File: src/rtl/mem_cmd_master.sv
// Command-driven initiator for a single-port synchronous memory: sequences single and
// burst read/write commands onto the memory port and returns read data with backpressure.
module mem_cmd_master #(
    parameter int ADDR_WIDTH = 3,
    parameter int DATA_WIDTH = 8,
    parameter int LEN_WIDTH  = 3,
    parameter int RD_LAT     = 1
) (
    input  logic                  clk,
    input  logic                  rst,
    input  logic                  cmd_valid,
    output logic                  cmd_ready,
    input  logic [1:0]            cmd_op,
    input  logic [ADDR_WIDTH-1:0] cmd_addr,
    input  logic [DATA_WIDTH-1:0] cmd_data,
    input  logic [LEN_WIDTH-1:0]  cmd_len,
    output logic [ADDR_WIDTH-1:0] mem_addr,
    output logic                  mem_wr_en,
    output logic                  mem_rd_en,
    output logic [DATA_WIDTH-1:0] mem_wr_data,
    input  logic [DATA_WIDTH-1:0] mem_rd_data,
    output logic                  rsp_valid,
    input  logic                  rsp_ready,
    output logic [DATA_WIDTH-1:0] rsp_data,
    output logic                  rsp_last,
    output logic                  busy,
    output logic                  done
);

    localparam int LAT_W = (RD_LAT > 1) ? $clog2(RD_LAT) : 1;

    typedef enum logic [2:0] {
        IDLE     = 3'd0,
        WRITE    = 3'd1,
        RD_ISSUE = 3'd2,
        RD_WAIT  = 3'd3,
        RESP     = 3'd4
    } state_t;

    state_t                state_r, state_s;
    logic [ADDR_WIDTH-1:0] addr_r, addr_s;
    logic [DATA_WIDTH-1:0] wdata_r, wdata_s;
    logic [LEN_WIDTH-1:0]  beat_r, beat_s;
    logic [LAT_W-1:0]      wait_r, wait_s;
    logic                  wr_en_r, wr_en_s;
    logic                  rd_en_r, rd_en_s;
    logic                  rsp_valid_r, rsp_valid_s;
    logic [DATA_WIDTH-1:0] rsp_data_r, rsp_data_s;
    logic                  rsp_last_r, rsp_last_s;
    logic                  busy_r, busy_s;
    logic                  done_r, done_s;
    logic                  cmd_ready_r, cmd_ready_s;

    // State register.
    always_ff @(posedge clk or negedge rst) begin
        if (!rst) begin
            state_r <= IDLE;
        end else begin
            state_r <= state_s;
        end
    end

    // Next state and next values of every registered output.
    always_comb begin
        state_s     = state_r;
        addr_s      = addr_r;
        wdata_s     = wdata_r;
        beat_s      = beat_r;
        wait_s      = wait_r;
        wr_en_s     = 1'b0;
        rd_en_s     = 1'b0;
        rsp_valid_s = rsp_valid_r;
        rsp_data_s  = rsp_data_r;
        rsp_last_s  = rsp_last_r;
        done_s      = 1'b0;
        cmd_ready_s = 1'b0;
        case (state_r)
            IDLE: begin
                if (cmd_valid && cmd_ready_r) begin
                    addr_s = cmd_addr;
                    beat_s = cmd_op[1] ? cmd_len : {LEN_WIDTH{1'b0}};
                    if (cmd_op[0]) begin
                        state_s = RD_ISSUE;
                        rd_en_s = 1'b1;
                    end else begin
                        state_s = WRITE;
                        wdata_s = cmd_data;
                        wr_en_s = 1'b1;
                    end
                end else begin
                    cmd_ready_s = 1'b1;
                end
            end
            WRITE: begin
                if (beat_r == {LEN_WIDTH{1'b0}}) begin
                    state_s     = IDLE;
                    done_s      = 1'b1;
                    cmd_ready_s = 1'b1;
                end else begin
                    beat_s  = beat_r - LEN_WIDTH'(1);
                    addr_s  = addr_r + ADDR_WIDTH'(1);
                    wdata_s = wdata_r + DATA_WIDTH'(1);
                    wr_en_s = 1'b1;
                end
            end
            RD_ISSUE: begin
                state_s = RD_WAIT;
                wait_s  = LAT_W'(RD_LAT - 1);
            end
            RD_WAIT: begin
                if (wait_r == {LAT_W{1'b0}}) begin
                    state_s     = RESP;
                    rsp_data_s  = mem_rd_data;
                    rsp_valid_s = 1'b1;
                    rsp_last_s  = (beat_r == {LEN_WIDTH{1'b0}});
                end else begin
                    wait_s = wait_r - LAT_W'(1);
                end
            end
            RESP: begin
                if (rsp_ready) begin
                    rsp_valid_s = 1'b0;
                    rsp_last_s  = 1'b0;
                    if (beat_r == {LEN_WIDTH{1'b0}}) begin
                        state_s     = IDLE;
                        done_s      = 1'b1;
                        cmd_ready_s = 1'b1;
                    end else begin
                        state_s = RD_ISSUE;
                        beat_s  = beat_r - LEN_WIDTH'(1);
                        addr_s  = addr_r + ADDR_WIDTH'(1);
                        rd_en_s = 1'b1;
                    end
                end else begin
                    rsp_valid_s = 1'b1;
                end
            end
            default: begin
                state_s = IDLE;
            end
        endcase
        busy_s = (state_s != IDLE);
    end

    // Datapath and output registers; reset drops strobes and any in-flight command.
    always_ff @(posedge clk or negedge rst) begin
        if (!rst) begin
            addr_r      <= {ADDR_WIDTH{1'b0}};
            wdata_r     <= {DATA_WIDTH{1'b0}};
            beat_r      <= {LEN_WIDTH{1'b0}};
            wait_r      <= {LAT_W{1'b0}};
            wr_en_r     <= 1'b0;
            rd_en_r     <= 1'b0;
            rsp_valid_r <= 1'b0;
            rsp_data_r  <= {DATA_WIDTH{1'b0}};
            rsp_last_r  <= 1'b0;
            busy_r      <= 1'b0;
            done_r      <= 1'b0;
            cmd_ready_r <= 1'b0;
        end else begin
            addr_r      <= addr_s;
            wdata_r     <= wdata_s;
            beat_r      <= beat_s;
            wait_r      <= wait_s;
            wr_en_r     <= wr_en_s;
            rd_en_r     <= rd_en_s;
            rsp_valid_r <= rsp_valid_s;
            rsp_data_r  <= rsp_data_s;
            rsp_last_r  <= rsp_last_s;
            busy_r      <= busy_s;
            done_r      <= done_s;
            cmd_ready_r <= cmd_ready_s;
        end
    end

    assign cmd_ready   = cmd_ready_r;
    assign mem_addr    = addr_r;
    assign mem_wr_en   = wr_en_r;
    assign mem_rd_en   = rd_en_r;
    assign mem_wr_data = wdata_r;
    assign rsp_valid   = rsp_valid_r;
    assign rsp_data    = rsp_data_r;
    assign rsp_last    = rsp_last_r;
    assign busy        = busy_r;
    assign done        = done_r;

endmodule

File: config.mk
export PLATFORM = sky130hd
export DESIGN_NAME = mem_cmd_master
export DESIGN_NICKNAME = d
export VERILOG_FILES = /design/src/rtl/mem_cmd_master.sv
export SDC_FILE = /design/constraint.sdc
export NUM_CORES = 1
export LEC_CHECK = 0
export BUFFER_PORTS_ARGS = -buffer_cell sky130_fd_sc_hd__buf_4
export CAP_MARGIN = 10
export CORE_MARGIN = 5
export CORE_UTILIZATION = 54
export DETAILED_ROUTE_END_ITERATION = 8
export GPL_TIMING_DRIVEN = 1
export PLACE_DENSITY = 0.81
export SYNTH_ARGS = -nofsm -noshare
export SYNTH_HDL_FRONTEND = slang
export SYNTH_SLANG_ARGS = --single-unit
File: constraint.sdc
create_clock -name clk -period 5 [get_ports clk]
set_input_delay 1 -clock clk [delete_from_list [all_inputs] [get_ports clk]]
set_output_delay 1 -clock clk [all_outputs]
set_load 0.005 [all_outputs]
; ---- Word-level counts from Yosys, hierarchy flattened
; Cells that the tools add are included.
[classes]
n_addsub = 4
mul = 0
div = 0
order_cmp = 0
n_eq_ne = 9
n_shift = 0
muxes = 41
n_bitwise = 1
n_reduce_logical = 13
[ops]
columns = operator, n
row1 = $mux 3, 11
row2 = $mux 8, 3
row3 = $pmux 3 s3, 2
row4 = $pmux 8 s2, 1
row5 = $pmux 3 s5, 1
row6 = $mux 1, 14
row7 = $pmux 1 s2, 6
row8 = $ne 2x2->1 const B, 5
row9 = $add 8x1->8 const B, 1
row10 = $eq 3x2->1 const B, 2
row11 = $logic_not 3->1, 2
row12 = $reduce_and 3->1, 2
row13 = $reduce_bool 2->1, 3
row14 = $reduce_bool 3->1, 2
row15 = $mux 2, 2
row16 = $reduce_and 2->1, 2
row17 = $reduce_and 4->1, 1
row18 = $add 3x1->3 const B, 1
row19 = $eq 3x1->1 const B, 1
row20 = $eq 3x3->1 const B, 1
row21 = $pmux 1 s3, 1
row22 = $sub 3x1->3 const B, 1
row23 = $logic_and 1x1->1, 1
row24 = $not 1->1, 1
row25 = $sub 1x1->1 const B, 1
[totals]
regBits = 33
latchBits = 0
ramBits = 0
rom_bits = 0
out_inout_bits = 26
elab_cells = 81
n_memories = 0

; ---- Longest topological paths before layout
[logic_depth]
ltp_word = 5
mapped_depth = 8
mapped_depth_nobuf = 6

; ---- Worst setup path before layout
; Ideal clock, no wire load.
[synth_path]
path_type = input -> register
from = in cmd_op[0]
to = reg wdata_r[0] (netlist: mem_wr_data[0])
arrival_ns = 1.972
required_time_ns = 4.874
setup_slack_ns = 2.902
stages = 6
path_buffers = 2
cell_sequence = nor2_1 a32o_1 buf_2 and2_1 buf_6 a311o_1
[synth_between]
elab_chain_len = 2
[synth_lines]
columns = item, line_no
row1 = from (decl), 13  ; input logic [1:0] cmd_op,
row2 = $ne 2x2->1 (no line), -
row3 = $reduce_and 4->1 (no line), -
row4 = to (signal assigned), 149  ; wdata_r <= {DATA_WIDTH{1'b0}};
row5 = to (signal assigned), 162  ; wdata_r <= wdata_s;
row6 = to (decl), 42  ; logic [DATA_WIDTH-1:0] wdata_r, wdata_s;
; No other way between the ends.
; A chain may end at the register's enable or synchronous reset.

; ---- Final worst setup path
[layout_path]
from = reg state_r[0]
to = reg addr_r[1] (netlist: mem_addr[1])
[layout_between]
elab_chain_len = 3
elab_cells_between_ends = 8
classes_between = eq/ne: 4 / mux: 1 / reduce/logical: 3
[layout_lines]
columns = item, line_no
row1 = from (decl), 40  ; state_t state_r, state_s;
row2 = from (signal assigned), 59  ; state_r <= state_s;
row3 = $eq 3x3->1 (tied with other cells), 77  ; case (state_r)
row4 = $ne 2x2->1 (no line) / $reduce_bool 3->1 (equally long branches), -
row5 = $reduce_and 3->1 (no line), -
row6 = to (signal assigned), 148  ; addr_r <= {ADDR_WIDTH{1'b0}};
row7 = to (signal assigned), 161  ; addr_r <= addr_s;
row8 = to (decl), 41  ; logic [ADDR_WIDTH-1:0] addr_r, addr_s;
; Parallel ways exist; a longest one is shown, timed or not.

==> reports/results.ini <==
[route]
dr.pass1.iters=4
first_iter_violations=128
vias_per_cell=5.80
vias=1433
wl_per_cell_um=15.0
drtAntennaViolNets=0
drc_errors=0
wl_um=3710

[synthesis]
yosysUniqueCellTypes=39
synth_edf_count=0
synthFlopType=dfrtp_1
synth.cell_area_sq_um=1640
ys_seq_area_share_pct=48.7
postSynthAreaPerCell_sq_um=10.2
synth_fp_nets=193
yosysWarnings=0
ys_ff_latch=32
async_flop_share_pct=100
syn_inst=161

[timing]
max_freq_ghz=0.466
fin_worst_skew_ps=7.64
slew_violations=0
fin_crit_sh_pct=42.9
rsz0062_at_grt=false
hold_viol_final=0
fin_setup_tns_ps=0
setup_viol=0
tightest_slew_ps=825
fin_crit_ps=2150
relSlewSlack_pct=44.8

[floorplanning]
core_area_sq_um=2980
ios=54
die_y_um=65.2
floorplan.initialDensity_pct=55.2
rows=20
dieArea_sq_um=4250
die_w_um=65.2

[pwr]
intPower_mw=0.866
seqPwrFrac_pct=36.0
p_leak_nw=0.984
p_sw_mw=0.546
comb_power_share_pct=50.5
p_total_mw=1.41
swShare_pct=38.7
power.clock.fraction_pct=13.5
power_density_nw_per_um2=668
vdd_drop_max_v=0.000386

[setup_path]
critPathArrivalTime_ps=2360
critical_path_class=register to register
cp-end-kind=register
required_ps=5220
worst-path-max-fanout=15
cp-start-kind=register

[clock_tree]
hold_buffers=0
cts.repair.resized=0
clk_pin_slew_ps=90
cts_setup_buffers=0
cts_buffers=5
htreeDepth=2
cts_buffer_depth=2
clock_latency_ps=330
clockRootBuffer=clkbuf_4
cts_tree=yes
numClockSinks=32

[global_routing]
grt_pass1_vias=1404
grt_overflow=0
antenna_found_initial=0
grt_max_degree=33
grt_util_all_layers_pct=18.4
grt_pass1_wl_um=6150

[cells_and_area]
fillerInstances=241
syn_to_final_growth_pct=28.7
multi_input_area_sq_um=781
drive_above_1_share_pct=36.4
diodes=0
fin_util_pct=71.1
design_area_sq_um=2120
regArea_sq_um=801
layout.nets=245

[min_path]
hold_class=register to register

[place]
detailed_place_hpwl_um=2750
placed_area_sq_um=2040
routabilityCongestion=0.774
port_buffers=53

[flow_run]
drv_cap=0

[status]
status=finished, final reports clean

final cells by class:
class / instances / area share (%)
tap: 33 / 1.95
sequential: 32 / 37.8
clock buffer: 6 / 1.95
timing repair buffer: 53 / 18.8
clock inverter: 2 / 1.66
inverter: 5 / 0.887
multi-input combinational: 116 / 36.9
power by group through the flow:
stage	Clock, mW	Sequential [mW]	Combinational (mW)
6_report	0.191	0.508	0.714
5_1_grt	0.211	0.530	0.792
4_1_cts	0.199	0.507	0.720
3_5_place_dp	0	0.512	0.718
3_3_place_gp	0	0.503	0.695
2_1_floorplan	0	0.479	0.494
routing by layer:
metal / global-route usage (%) / part of all wire, % / up-vias
met3: 4.62 / 5.5 / 4
met1: 21.4 / 40 / 698
met5: 0 / 0 / -
met4: 6.48 / 0.75 / 0
met2: 32.6 / 54 / 39
li1: - / - / 692
worst max-delay path, cell delays in order, from the launching register on:
cell and delay [ps]:
dfrtp_1 630, nor2b_1 430, o21ai_1 200, a21oi_2 390
mux2_2 380
placed cells by master (no fill, tap or decap), drive strengths merged:
cell | Yosys | routed
nand2 | 17 | 17
o21ai | 13 | 13
o32ai | 1 | 1
nor2b | 2 | 2
a211oi | 2 | 2
nor3 | 1 | 1
and3 | 1 | 1
buf | 6 | 53
and4 | 2 | 2
mux2 | 13 | 13
nand2b | 3 | 3
or2 | 2 | 2
o22a | 1 | 1
a2111oi | 1 | 1
xnor2 | 1 | 1
inv | 5 | 5
ha | 4 | 4
nor2 | 7 | 7
bufinv | 0 | 1
o31ai | 1 | 1
nand4b | 1 | 1
and2 | 1 | 1
o221a | 1 | 1
clkinv | 0 | 1
o22ai | 2 | 2
dfrtp | 32 | 32
a311o | 1 | 1
a31oi | 7 | 7
mux2i | 3 | 3
a32o | 1 | 1
a21oi | 10 | 10
nor3b | 1 | 1
nand3 | 8 | 8
or3 | 1 | 1
nand4 | 3 | 3
clkbuf | 2 | 6
and3b | 1 | 1
a2bb2oi | 3 | 3
cells by family (layout without fill, tap and decap cells):
kind of cell / after synthesis / in the layout / synth area share [%]
and+or+nand+nor: 51 / 51 / 16.1
AOI/OAI and AO/OA: 44 / 44 / 17.1
DFF: 32 / 32 / 48.7
muxes: 16 / 16 / 10.7
buffers and inverters: 13 / 66 / 3.81
adders and majority gates: 4 / 4 / 3.04
xor gates and xnor gates: 1 / 1 / 0.533
synthesized netlist by cell type, drive strengths merged (2+ instances only):
cell,instances,area [sq um]
dfrtp,32,801
nand2,17,63.8
mux2,13,146
o21ai,13,65.1
a21oi,10,53.8
nand3,8,40.0
a31oi,7,43.8
nor2,7,26.3
buf,6,36.3
inv,5,18.8
ha,4,50.1
a2bb2oi,3,26.3
mux2i,3,30.0
nand2b,3,18.8
nand4,3,18.8
a211oi,2,15.0
and4,2,17.5
clkbuf,2,7.51
nor2b,2,12.5
o22ai,2,12.5
or2,2,12.5
through the flow:
step | std cells | hold slack (ps) | setup WS (ps)
finish | 247 | 515 | 2850
global route | 247 | 541 | 2740
CTS | 247 | 520 | 2890
detailed placement | 239 | 496 | 2690
global placement | 239 | 489 | 2740
floorplan | 161 | 500 | 2900
registers in the layout, summed over array words and instances, names as in the netlist:
| name | cells |
|---|---|
| mem_wr_data | 8 |
| rsp_data | 8 |
| beat_r | 3 |
| mem_addr | 3 |
| state_r | 3 |
| busy | 1 |
| cmd_ready | 1 |
| done | 1 |
| mem_rd_en | 1 |
| mem_wr_en | 1 |
| rsp_last | 1 |
| rsp_valid | 1 |
final timing paths:
kind | cells past startpoint | endpoint | from | slack (ps)
max in group asynchronous | 1 | mem_addr[1] | rst | 4110
min in group asynchronous | 1 | mem_wr_data[3] | rst | 590
setup reg to reg | 4 | mem_addr[1] | state_r[0] | 2850
hold / removal | 1 | rsp_data[3] | rsp_data[3] | 510
setup / recovery | 4 | mem_addr[1] | state_r[0] | 2850
hold reg to reg | 1 | rsp_data[3] | rsp_data[3] | 510
Power figures use the tool's default switching activity.
